## src/rtl/spi_responder.sv

```systemverilog
// SPI mode-0 responder: synchronizes the off-chip SPI pins into clk, shifts
// MSB-first frames in and out, and hands received frames to a valid/ready
// stream. Sticky flags report dropped RX frames and TX frames with no data.
module spi_responder #(
    parameter int SYNC_STAGES = 2,
    parameter int DATA_WIDTH  = 8
) (
    input  logic                  clk,
    input  logic                  rst_n,
    input  logic                  spi_sclk,
    input  logic                  spi_cs_n,
    input  logic                  spi_mosi,
    output logic                  spi_miso,
    output logic                  spi_miso_oen,
    input  logic [DATA_WIDTH-1:0] tx_data,
    input  logic                  tx_valid,
    output logic                  tx_ready,
    output logic [DATA_WIDTH-1:0] rx_data,
    output logic                  rx_valid,
    input  logic                  rx_ready,
    output logic                  rx_overrun,
    output logic                  tx_underrun,
    input  logic                  status_clr,
    output logic                  busy
);

    localparam int            CW       = (DATA_WIDTH > 1) ? $clog2(DATA_WIDTH) : 1;
    localparam logic [CW-1:0] LAST_BIT = CW'(DATA_WIDTH - 1);

    typedef enum logic {
        IDLE   = 1'b0,
        ACTIVE = 1'b1
    } state_t;

    // synchronizer chains; fill_q marks when the chains hold real pin values
    logic [SYNC_STAGES-1:0] sclk_sync_q, cs_sync_q, mosi_sync_q, fill_q;
    logic                   sclk_dly_q;
    logic                   sclk_s, cs_s, mosi_s, rise, fall;

    state_t                 state_q, state_d;
    logic [CW-1:0]          cnt_q, cnt_d;
    logic [DATA_WIDTH-1:0]  tx_sr_q, tx_sr_d;
    logic [DATA_WIDTH-2:0]  rx_sr_q, rx_sr_d;
    logic [DATA_WIDTH-1:0]  rx_data_q, rx_data_d;
    logic                   rx_valid_q, rx_valid_d;
    logic                   ovr_q, ovr_d, und_q, und_d;
    logic                   armed_q, armed_d;

    logic                   load, frame_done, xfer, ovr_set, und_set;
    logic [DATA_WIDTH-1:0]  frame;

    // pin synchronizers and SCLK delay for edge detection
    always_ff @(posedge clk) begin
        if (!rst_n) begin
            sclk_sync_q <= '0;
            cs_sync_q   <= '1;
            mosi_sync_q <= '0;
            fill_q      <= '0;
            sclk_dly_q  <= 1'b0;
        end else begin
            sclk_sync_q <= {sclk_sync_q[SYNC_STAGES-2:0], spi_sclk};
            cs_sync_q   <= {cs_sync_q[SYNC_STAGES-2:0], spi_cs_n};
            mosi_sync_q <= {mosi_sync_q[SYNC_STAGES-2:0], spi_mosi};
            fill_q      <= {fill_q[SYNC_STAGES-2:0], 1'b1};
            sclk_dly_q  <= sclk_s;
        end
    end

    assign sclk_s = sclk_sync_q[SYNC_STAGES-1];
    assign cs_s   = cs_sync_q[SYNC_STAGES-1];
    assign mosi_s = mosi_sync_q[SYNC_STAGES-1];
    assign rise   = sclk_s & ~sclk_dly_q;
    assign fall   = ~sclk_s & sclk_dly_q;

    // FSM state register
    always_ff @(posedge clk) begin
        if (!rst_n) state_q <= IDLE;
        else        state_q <= state_d;
    end

    // next-state, shift datapath, RX handshake and sticky flags
    always_comb begin
        state_d    = state_q;
        cnt_d      = cnt_q;
        tx_sr_d    = tx_sr_q;
        rx_sr_d    = rx_sr_q;
        rx_data_d  = rx_data_q;
        rx_valid_d = rx_valid_q;
        armed_d    = armed_q;
        load       = 1'b0;
        frame_done = 1'b0;
        ovr_set    = 1'b0;
        und_set    = 1'b0;
        tx_ready   = 1'b0;
        frame      = {rx_sr_q, mosi_s};
        xfer       = rx_valid_q & rx_ready;

        // only a CS seen high after reset may start a transaction, so a
        // reset under a held-low CS waits for a fresh falling edge
        if (fill_q[SYNC_STAGES-1] && cs_s) armed_d = 1'b1;

        case (state_q)
            IDLE: begin
                if (armed_q && !cs_s) begin
                    state_d = ACTIVE;
                    load    = 1'b1;
                    cnt_d   = '0;
                    rx_sr_d = '0;
                end
            end
            ACTIVE: begin
                if (cs_s) begin
                    // partial frame is discarded
                    state_d = IDLE;
                    cnt_d   = '0;
                    rx_sr_d = '0;
                    tx_sr_d = '0;
                end else begin
                    if (rise) begin
                        rx_sr_d = frame[DATA_WIDTH-2:0];
                        if (cnt_q == LAST_BIT) begin
                            cnt_d      = '0;
                            frame_done = 1'b1;
                        end else begin
                            cnt_d = cnt_q + 1'b1;
                        end
                    end
                    if (fall) begin
                        if (cnt_q == '0) load = 1'b1;
                        else             tx_sr_d = {tx_sr_q[DATA_WIDTH-2:0], 1'b0};
                    end
                end
            end
        endcase

        if (load) begin
            if (tx_valid) begin
                tx_sr_d  = tx_data;
                tx_ready = 1'b1;
            end else begin
                tx_sr_d = '0;
                und_set = 1'b1;
            end
        end

        // a frame landing in the same cycle as a transfer replaces the old one
        if (frame_done && (!rx_valid_q || xfer)) begin
            rx_data_d  = frame;
            rx_valid_d = 1'b1;
        end else begin
            if (frame_done) ovr_set = 1'b1;
            if (xfer)       rx_valid_d = 1'b0;
        end

        ovr_d = ovr_set ? 1'b1 : (status_clr ? 1'b0 : ovr_q);
        und_d = und_set ? 1'b1 : (status_clr ? 1'b0 : und_q);
    end

    // datapath and status registers
    always_ff @(posedge clk) begin
        if (!rst_n) begin
            cnt_q      <= '0;
            tx_sr_q    <= '0;
            rx_sr_q    <= '0;
            rx_data_q  <= '0;
            rx_valid_q <= 1'b0;
            ovr_q      <= 1'b0;
            und_q      <= 1'b0;
            armed_q    <= 1'b0;
        end else begin
            cnt_q      <= cnt_d;
            tx_sr_q    <= tx_sr_d;
            rx_sr_q    <= rx_sr_d;
            rx_data_q  <= rx_data_d;
            rx_valid_q <= rx_valid_d;
            ovr_q      <= ovr_d;
            und_q      <= und_d;
            armed_q    <= armed_d;
        end
    end

    assign busy         = (state_q == ACTIVE);
    assign spi_miso     = busy ? tx_sr_q[DATA_WIDTH-1] : 1'b0;
    assign spi_miso_oen = ~busy;
    assign rx_data      = rx_data_q;
    assign rx_valid     = rx_valid_q;
    assign rx_overrun   = ovr_q;
    assign tx_underrun  = und_q;

endmodule

```

## config.mk

```make
export PLATFORM = sky130hd
export DESIGN_NAME = spi_responder
export DESIGN_NICKNAME = d
export VERILOG_FILES = /design/src/rtl/spi_responder.sv
export SDC_FILE = /design/constraint.sdc
export NUM_CORES = 1
export LEC_CHECK = 0
export BUFFER_PORTS_ARGS = -buffer_cell sky130_fd_sc_hd__buf_2
export CORE_MARGIN = 1.5
export CORE_UTILIZATION = 54
export DETAILED_ROUTE_END_ITERATION = 10
export PLACE_DENSITY = 0.78
export SYNTH_ARGS = -nofsm -noshare
export SYNTH_HDL_FRONTEND = slang
export SYNTH_SLANG_ARGS = --single-unit
```

## constraint.sdc

```tcl
create_clock -name clk -period 1.65 [get_ports clk]
set_input_delay 0.165 -clock clk [delete_from_list [all_inputs] [get_ports clk]]
set_output_delay 0.165 -clock clk [all_outputs]
set_load 0.05 [all_outputs]
```

==> flow_summary_export.csv, run 1 <==
group,metric,value,unit
clock_tree,insertion_delay,0.34,ns
power_and_ir_drop,clkPwrFrac,0.330,
critical_path,startpoint_type,"flip-flop",
logic_synthesis,synth_compound_area_frac,0.1480,
critical_path,cp_cell_sequence,"inv_2 -> ha_4 -> nor4bb_4 -> a22o_1 -> and2_4 -> buf_8",
place,gp_congestion,0.7052,
place,dp_hpwl,2.069,mm
logic_synthesis,ys_types,31,
logic_synthesis,synth.avg_cell_area,9.700,µm²
timing,timing.final.crit_share,1.071,
min_path,hold_path_startpoint,"spi_sclk",
logic_synthesis,yosys.area_share.simple,0.2519,
timing,fmax,565.7,MHz
critical_path,cp_slowest_cell,"dfxtp_2",
critical_path,slowest_delay,0.35,ns
drt,drt-total-wl,3.147,mm
global_routing,antenna_found_initial,0,
logic_synthesis,synth-adder-area-share,0.02276,
logic_synthesis,synth_top_flop_cell,"dfxtp_1",
timing,fin_ws,-0.1178,ns
drt,via_per_inst,5.513,
drt,drc,0,
critical_path,criticalPathCategory,"flip-flop to output pin",
cells_and_area,layout_commonest_cell,"dfxtp_1",
run_status,status,"finished, violations left",
logic_synthesis,ys_warn_count,0,
global_routing,grt_pass1_wl,5.492,mm
floorplanning,num_rows,19,
floorplanning,fp.dieW,58.26,µm
timing,period_minus_slack,1.768,ns
drt,vias,1312,
place,post-place-ws,0.04558,ns
min_path,hold_path_class,"input port to flip-flop",
min_path,holdPathStages,2,
cells_and_area,fin_nets,225,
clock_tree,cts_made_buffers,5,
power_and_ir_drop,worst_ir_drop_vdd,714.8,µV
floorplanning,ios,31,
floorplanning,start_util,0.5829,
global_routing,grt_pass1_vias,1296,
clock_tree,cts-htree-levels,2,
cells_and_area,drive_gt1_frac,0.3333,
power_and_ir_drop,internal_power,0.001232,W
global_routing,grt.total_usage,0.2141,
cells_and_area,insertedDiodeCount,0,
clock_tree,cts-root-buf,"clkbuf_4",
floorplanning,fp.dieArea,3394,µm²
run_status,violations,"negative setup slack",
logic_synthesis,syn_area,1649,µm²
timing,slew_viol_final,0,
clock_tree,clockBufferDepth,2,
timing,fin_skew,0.006079,ns
global_routing,grt_overflow_total,0,
critical_path,cp-end-kind,"output pin",
logic_synthesis,netlist_instances,170,
logic_synthesis,synth_mux_area_frac,0.04856,
critical_path,cp.required,1.48,ns
logic_synthesis,ys_ff_latch,40,
clock_tree,clock-sinks,40,
min_path,hold_end,"sclk_sync_q[0]$_SDFF_PN0_",
place,port_buffers,30,
timing,hold_viol,0,
logic_synthesis,async_flop_share,0,
floorplanning,die_y,58.26,µm
timing,worst_pin_slew,0.5211,ns
power_and_ir_drop,p_sw_frac,0.2325,
timing,whs,0.02264,ns
timing,setup_viol_count_final,1,
critical_path,path_max_fanout,2,
timing,slew_headroom,0.6526,
power_and_ir_drop,switchingPower,0.0003733,W
global_routing,grt_start_max_net_pins,41,
drt,dr.pass1.iters,4,
logic_synthesis,synth_xor_area_frac,0,
cells_and_area,final_cell_mix,"dfxtp_1 (36), buf_2 (29), nand3_1 (18), nand2_1 (17), a21boi_1 (12)",
critical_path,arrival,1.60,ns
power_and_ir_drop,leakagePower,0.8260,nW
drt,routedWlPerCell,13.22,µm
power_and_ir_drop,sequentialPowerShare,0.618,
logic_synthesis,ys_seq_area_frac,0.4856,
logic_synthesis,synth_top_family_by_area,"simple AND/OR/NAND/NOR gates",
power_and_ir_drop,p_comb_frac,0.052,
clock_tree,path_clk_slew,0.11,ns
job,maxCapViolCount,0,
drt,drt_iter0_drc,39,
critical_path,r2r_cells,5,
clock_tree,cts_tree,"yes",
timing,fin_tns_setup,-0.1178,ns
critical_path,reg2reg_to,"cnt_q[0]$_SDFFE_PN0P_",
drt,ant_nets,0,
power_and_ir_drop,power.density,811.3,nW/µm²
cells_and_area,syn_to_final_growth,20.03,%
floorplanning,core,2829,µm²
timing,rsz0062_at_grt,"yes",
logic_synthesis,synth_nets,189,
critical_path,r2r_slack,0.07,ns
logic_synthesis,synth_edf_count,0,
critical_path,timing.rr.start,"cnt_q[0]$_SDFFE_PN0P_",
[power by group through the flow]
stage | clock, W | combinational [W] | sequential, W
final | 0.000530 | 0.0000835 | 0.000992
after global routing | 0.000586 | 0.0000927 | 0.000995
after CTS | 0.000539 | 0.0000844 | 0.000992
after detailed placement | 0 | 0.0000799 | 0.00101
after global placement | 0 | 0.0000769 | 0.00101
after floorplan | 0 | 0.0000529 | 0.00101
[metrics by stage]
stage | utilization | cells | cell area [µm²] | power (W)
floorplan | - | 170 | 1659 | 0.001065
detailed placement | 0.6440 | 224 | 1822 | 0.001094
finish | 0.6997 | 238 | 1979 | 0.001606
CTS | 0.6966 | 239 | 1971 | 0.001615
global placement | 0.6440 | 224 | 1822 | 0.001090
global route | 0.6997 | 238 | 1979 | 0.001673
[Yosys cell counts (2+ instances only)]
cell type   n  area (µm²)
dfxtp_1    40       800.8
nand3_1    18       90.09
nand2_1    17       63.81
a21boi_1   12       90.09
nor2b_1    11       68.82
and2_1      8       50.05
mux2i_1     8       80.08
a31oi_1     7       43.79
o21ai_0     7       35.03
buf_2       6       30.03
nand2b_1    6       37.54
clkbuf_1    4       15.01
inv_1       4       15.01
ha_1        3       37.54
nor2_1      2       7.510
o22a_2      2       20.02
[critical path, delay by kind of cell (launching register included)]
kind                     cells  cell delay [ns]
AND/OR/NAND/NOR              2             0.38
flip-flops                   1             0.35
AO/OA/AOI/OAI                1             0.22
buffers and inverters        2             0.20
adder cells (fa/ha/maj)      1             0.12
[kinds of logic (layout without fill, tap and decap cells)]
group                    after synthesis  in the layout
multiplexers                           8              8
AND/OR/NAND/NOR                       70             70
adder cells (fa/ha/maj)                3              3
flip-flops                            40             40
AO/OA/AOI/OAI                         34             34
buffers and inverters                 15             52
[cell type report]
type	count	area, µm²
Inverter	4	18.77
Fill cell	216	849.6
Timing Repair Buffer	40	237.7
Multi-Input combinational cell	115	810.8
Tap cell	31	38.79
Sequential cell	40	808.3
Clock buffer	6	51.30
Clock inverter	2	13.76
[layer usage]
layer | GRT usage | vias to the layer above | wire [µm]
met2 | 0.3451 | 30 | 1469
met4 | 0.1130 | 0 | 71
met5 | 0 | - | 0
li1 | - | 660 | -
met3 | 0.05134 | 10 | 110
met1 | 0.2638 | 612 | 1496
[worst max-delay path by stage]
stage / startpoint / endpoint / slack [ns] / cells after the start
after floorplan: busy$_SDFF_PN0_ / tx_ready / 0.006 / 5
after global placement: cnt_q[0]$_SDFFE_PN0P_ / tx_ready / 0.09 / 6
after detailed placement: cnt_q[0]$_SDFFE_PN0P_ / tx_ready / 0.05 / 6
after CTS: cnt_q[0]$_SDFFE_PN0P_ / tx_ready / -0.08 / 6
after global routing: cnt_q[1]$_SDFFE_PN0P_ / tx_ready / -0.20 / 6
final: cnt_q[1]$_SDFFE_PN0P_ / tx_ready / -0.12 / 6
[state kept, by name, summed over array words and instances, names as in the netlist]
signal and cells:
armed_q 1, busy 1, cnt_q 3, cs_sync_q 2, fill_q 2, mosi_sync_q 2
rx_data 8, rx_overrun 1, rx_sr_q 7, rx_valid 1, sclk_dly_q 1, sclk_sync_q 2
tx_sr_q 8, tx_underrun 1
[what timing repair did]
action,in CTS,in global routing
gates resized for setup,11,3
hold buffers,1,0
pin swaps,2,3
endpoints found under the setup margin,1,4
buffers inserted,6,0
endpoints found under the hold margin,1,0
No activity file was read; power rests on OpenSTA's default activity.
==> inputs of run 2 (changes only) <==
- SKIP_CTS_REPAIR_TIMING: unset -> 1
==> run 2 against run 1 <==
Highest routed layer unchanged; largest power group unchanged; sequential power about the same; the run still ends with negative setup slack left; count of clock-buffer cells in the layout is the same; non-clock buffer count rose by 3.
==> flow_summary_export.csv, run 2 (same netlist as run 1, synthesis figures left out) <==
group,metric,value,unit
floorplanning,ios,31,
timing,period_minus_slack,1.766,ns
critical_path,crit_end,"tx_ready",
drt,drt_iter0_drc,37,
cells_and_area,multi_input_comb_area,794.5,µm²
cells_and_area,syn_to_final_growth,20.56,%
critical_path,cp.required,1.48,ns
cells_and_area,final_area,1988,µm²
cells_and_area,drive_gt1_frac,0.3286,
clock_tree,cts_tree,"yes",
timing,setup_viol_count_final,1,
critical_path,cp_num_buf_inv,2,
critical_path,path_max_fanout,3,
place,placed_cells,224,
critical_path,crit_start,"cnt_q[0]$_SDFFE_PN0P_",
critical_path,cp-end-kind,"output pin",
job,maxCapViolCount,0,
timing,hold_viol,0,
drt,ant_nets,0,
critical_path,cp_cell_sequence,"inv_2 -> ha_4 -> nor4bb_4 -> a22o_1 -> and2_4 -> buf_8",
place,post-place-ws,0.04558,ns
drt,drt-total-wl,3.161,mm
critical_path,critPathTopFamily,"simple AND/OR/NAND/NOR gates",
global_routing,grt_overflow_total,0,
floorplanning,fp.dieW,58.26,µm
run_status,status,"finished, violations left",
min_path,hold_path_startpoint,"spi_mosi",
critical_path,reg2reg_to,"cnt_q[0]$_SDFFE_PN0P_",
timing,timing.final.crit_share,1.070,
place,gp_congestion,0.7052,
run_status,violations,"negative setup slack",
clock_tree,path_clk_slew,0.12,ns
clock_tree,clock-sinks,40,
clock_tree,insertion_delay,0.36,ns
cells_and_area,final_cell_mix,"dfxtp_1 (36), buf_2 (29), nand3_1 (18), nand2_1 (17), a21boi_1 (12)",
cells_and_area,register_area,808.3,µm²
critical_path,startpoint_type,"flip-flop",
timing,fin_ws,-0.1160,ns
global_routing,grt.total_usage,0.2080,
min_path,holdPathStages,2,
drt,routedWlPerCell,13.12,µm
drt,via_per_inst,5.456,
critical_path,r2r_cells,5,
place,placed_area,1822,µm²
critical_path,slowest_delay,0.36,ns
clock_tree,cts-htree-levels,2,
global_routing,grt_start_max_net_pins,41,
cells_and_area,layout_commonest_cell,"dfxtp_1",
floorplanning,num_rows,19,
critical_path,cp_slowest_cell,"dfxtp_2",
place,dp_hpwl,2.069,mm
drt,vias,1315,
cells_and_area,n_fill_cell,220,
cells_and_area,final_cells,241,
power_and_ir_drop,leakagePower,0.8425,nW
floorplanning,start_util,0.5829,
timing,worst_pin_slew,0.5165,ns
critical_path,arrival,1.60,ns
power_and_ir_drop,worst_ir_drop_vdd,715.6,µV
floorplanning,fp.dieArea,3394,µm²
timing,rsz0062_at_grt,"yes",
clock_tree,clockBufferDepth,2,
cells_and_area,fin_nets,228,
cells_and_area,insertedDiodeCount,0,
critical_path,worst-path-stages,6,
critical_path,timing.rr.start,"cnt_q[0]$_SDFFE_PN0P_",
drt,dr.pass1.iters,4,
timing,slew_viol_final,0,
clock_tree,cts-root-buf,"clkbuf_4",
global_routing,grt_pass1_vias,1236,
critical_path,criticalPathCategory,"flip-flop to output pin",
min_path,hold_path_class,"input port to flip-flop",
critical_path,r2r_slack,0.03,ns
timing,whs,0.01168,ns
global_routing,grt_pass1_wl,5.306,mm
timing,fmax,566.2,MHz
floorplanning,die_y,58.26,µm
floorplanning,core,2829,µm²
global_routing,antenna_found_initial,0,
power_and_ir_drop,power,0.001615,W
drt,drc,0,
place,port_buffers,30,
clock_tree,cts_made_buffers,5,
power_and_ir_drop,power.density,812.3,nW/µm²
timing,fin_skew,0.006335,ns
timing,slew_headroom,0.6557,
## run 2: cell types whose count changed in the layout (fill, tap and decap cells not counted)
| cell | previous run | this run |
|---|---|---|
| buf_4 | 9 | 11 |
| dlygate4sd3_1 | 1 | 2 |
| ha_1 | 0 | 1 |
| ha_4 | 2 | 1 |
| or4_1 | 0 | 1 |
| or4_4 | 1 | 0 |
## run 2: power by group
part	leakage, nW	switching, W	internal, W	total (W)
registers	0.326	0.0000106	0.000982	0.000992
clock network	0.0348	0.000329	0.000208	0.000537
logic	0.481	0.0000411	0.0000446	0.0000857
total	0.842	0.000381	0.00123	0.00162
## run 2: worst min path at each step
stage	endpoint	slack, ns
2_1_floorplan	fill_q[0]$_DFF_P_	0.19
3_3_place_gp	cs_sync_q[0]$_SDFF_PN1_	0.35
3_5_place_dp	cs_sync_q[0]$_SDFF_PN1_	0.36
4_1_cts	cs_sync_q[0]$_SDFF_PN1_	-0.0006
5_1_grt	mosi_sync_q[0]$_SDFF_PN0_	0.002
6_report	mosi_sync_q[0]$_SDFF_PN0_	0.01
## run 2: layout make-up
class | count | area share
Sequential cell | 40 | 0.4065
Multi-Input combinational cell | 115 | 0.3996
Timing Repair Buffer | 43 | 0.1322
Clock buffer | 6 | 0.02580
Tap cell | 31 | 0.01951
Inverter | 4 | 0.009440
Clock inverter | 2 | 0.006923
## run 2: layer usage
layer | part of all wire | vias to the layer above | track usage | routed length [µm]
met5 | 0 | - | 0 | 0
li1 | - | 662 | - | -
met1 | 0.47 | 607 | 0.2609 | 1481
met2 | 0.46 | 35 | 0.3242 | 1457
met4 | 0.022 | 0 | 0.08306 | 69
met3 | 0.048 | 11 | 0.07589 | 153
## run 2: through the flow
stage	TNS, ns	utilization
after floorplan	0	-
after global placement	0	0.6440
after detailed placement	0	0.6440
after CTS	-0.3568	0.6670
after global routing	-0.2652	0.7028
final	-0.1160	0.7028
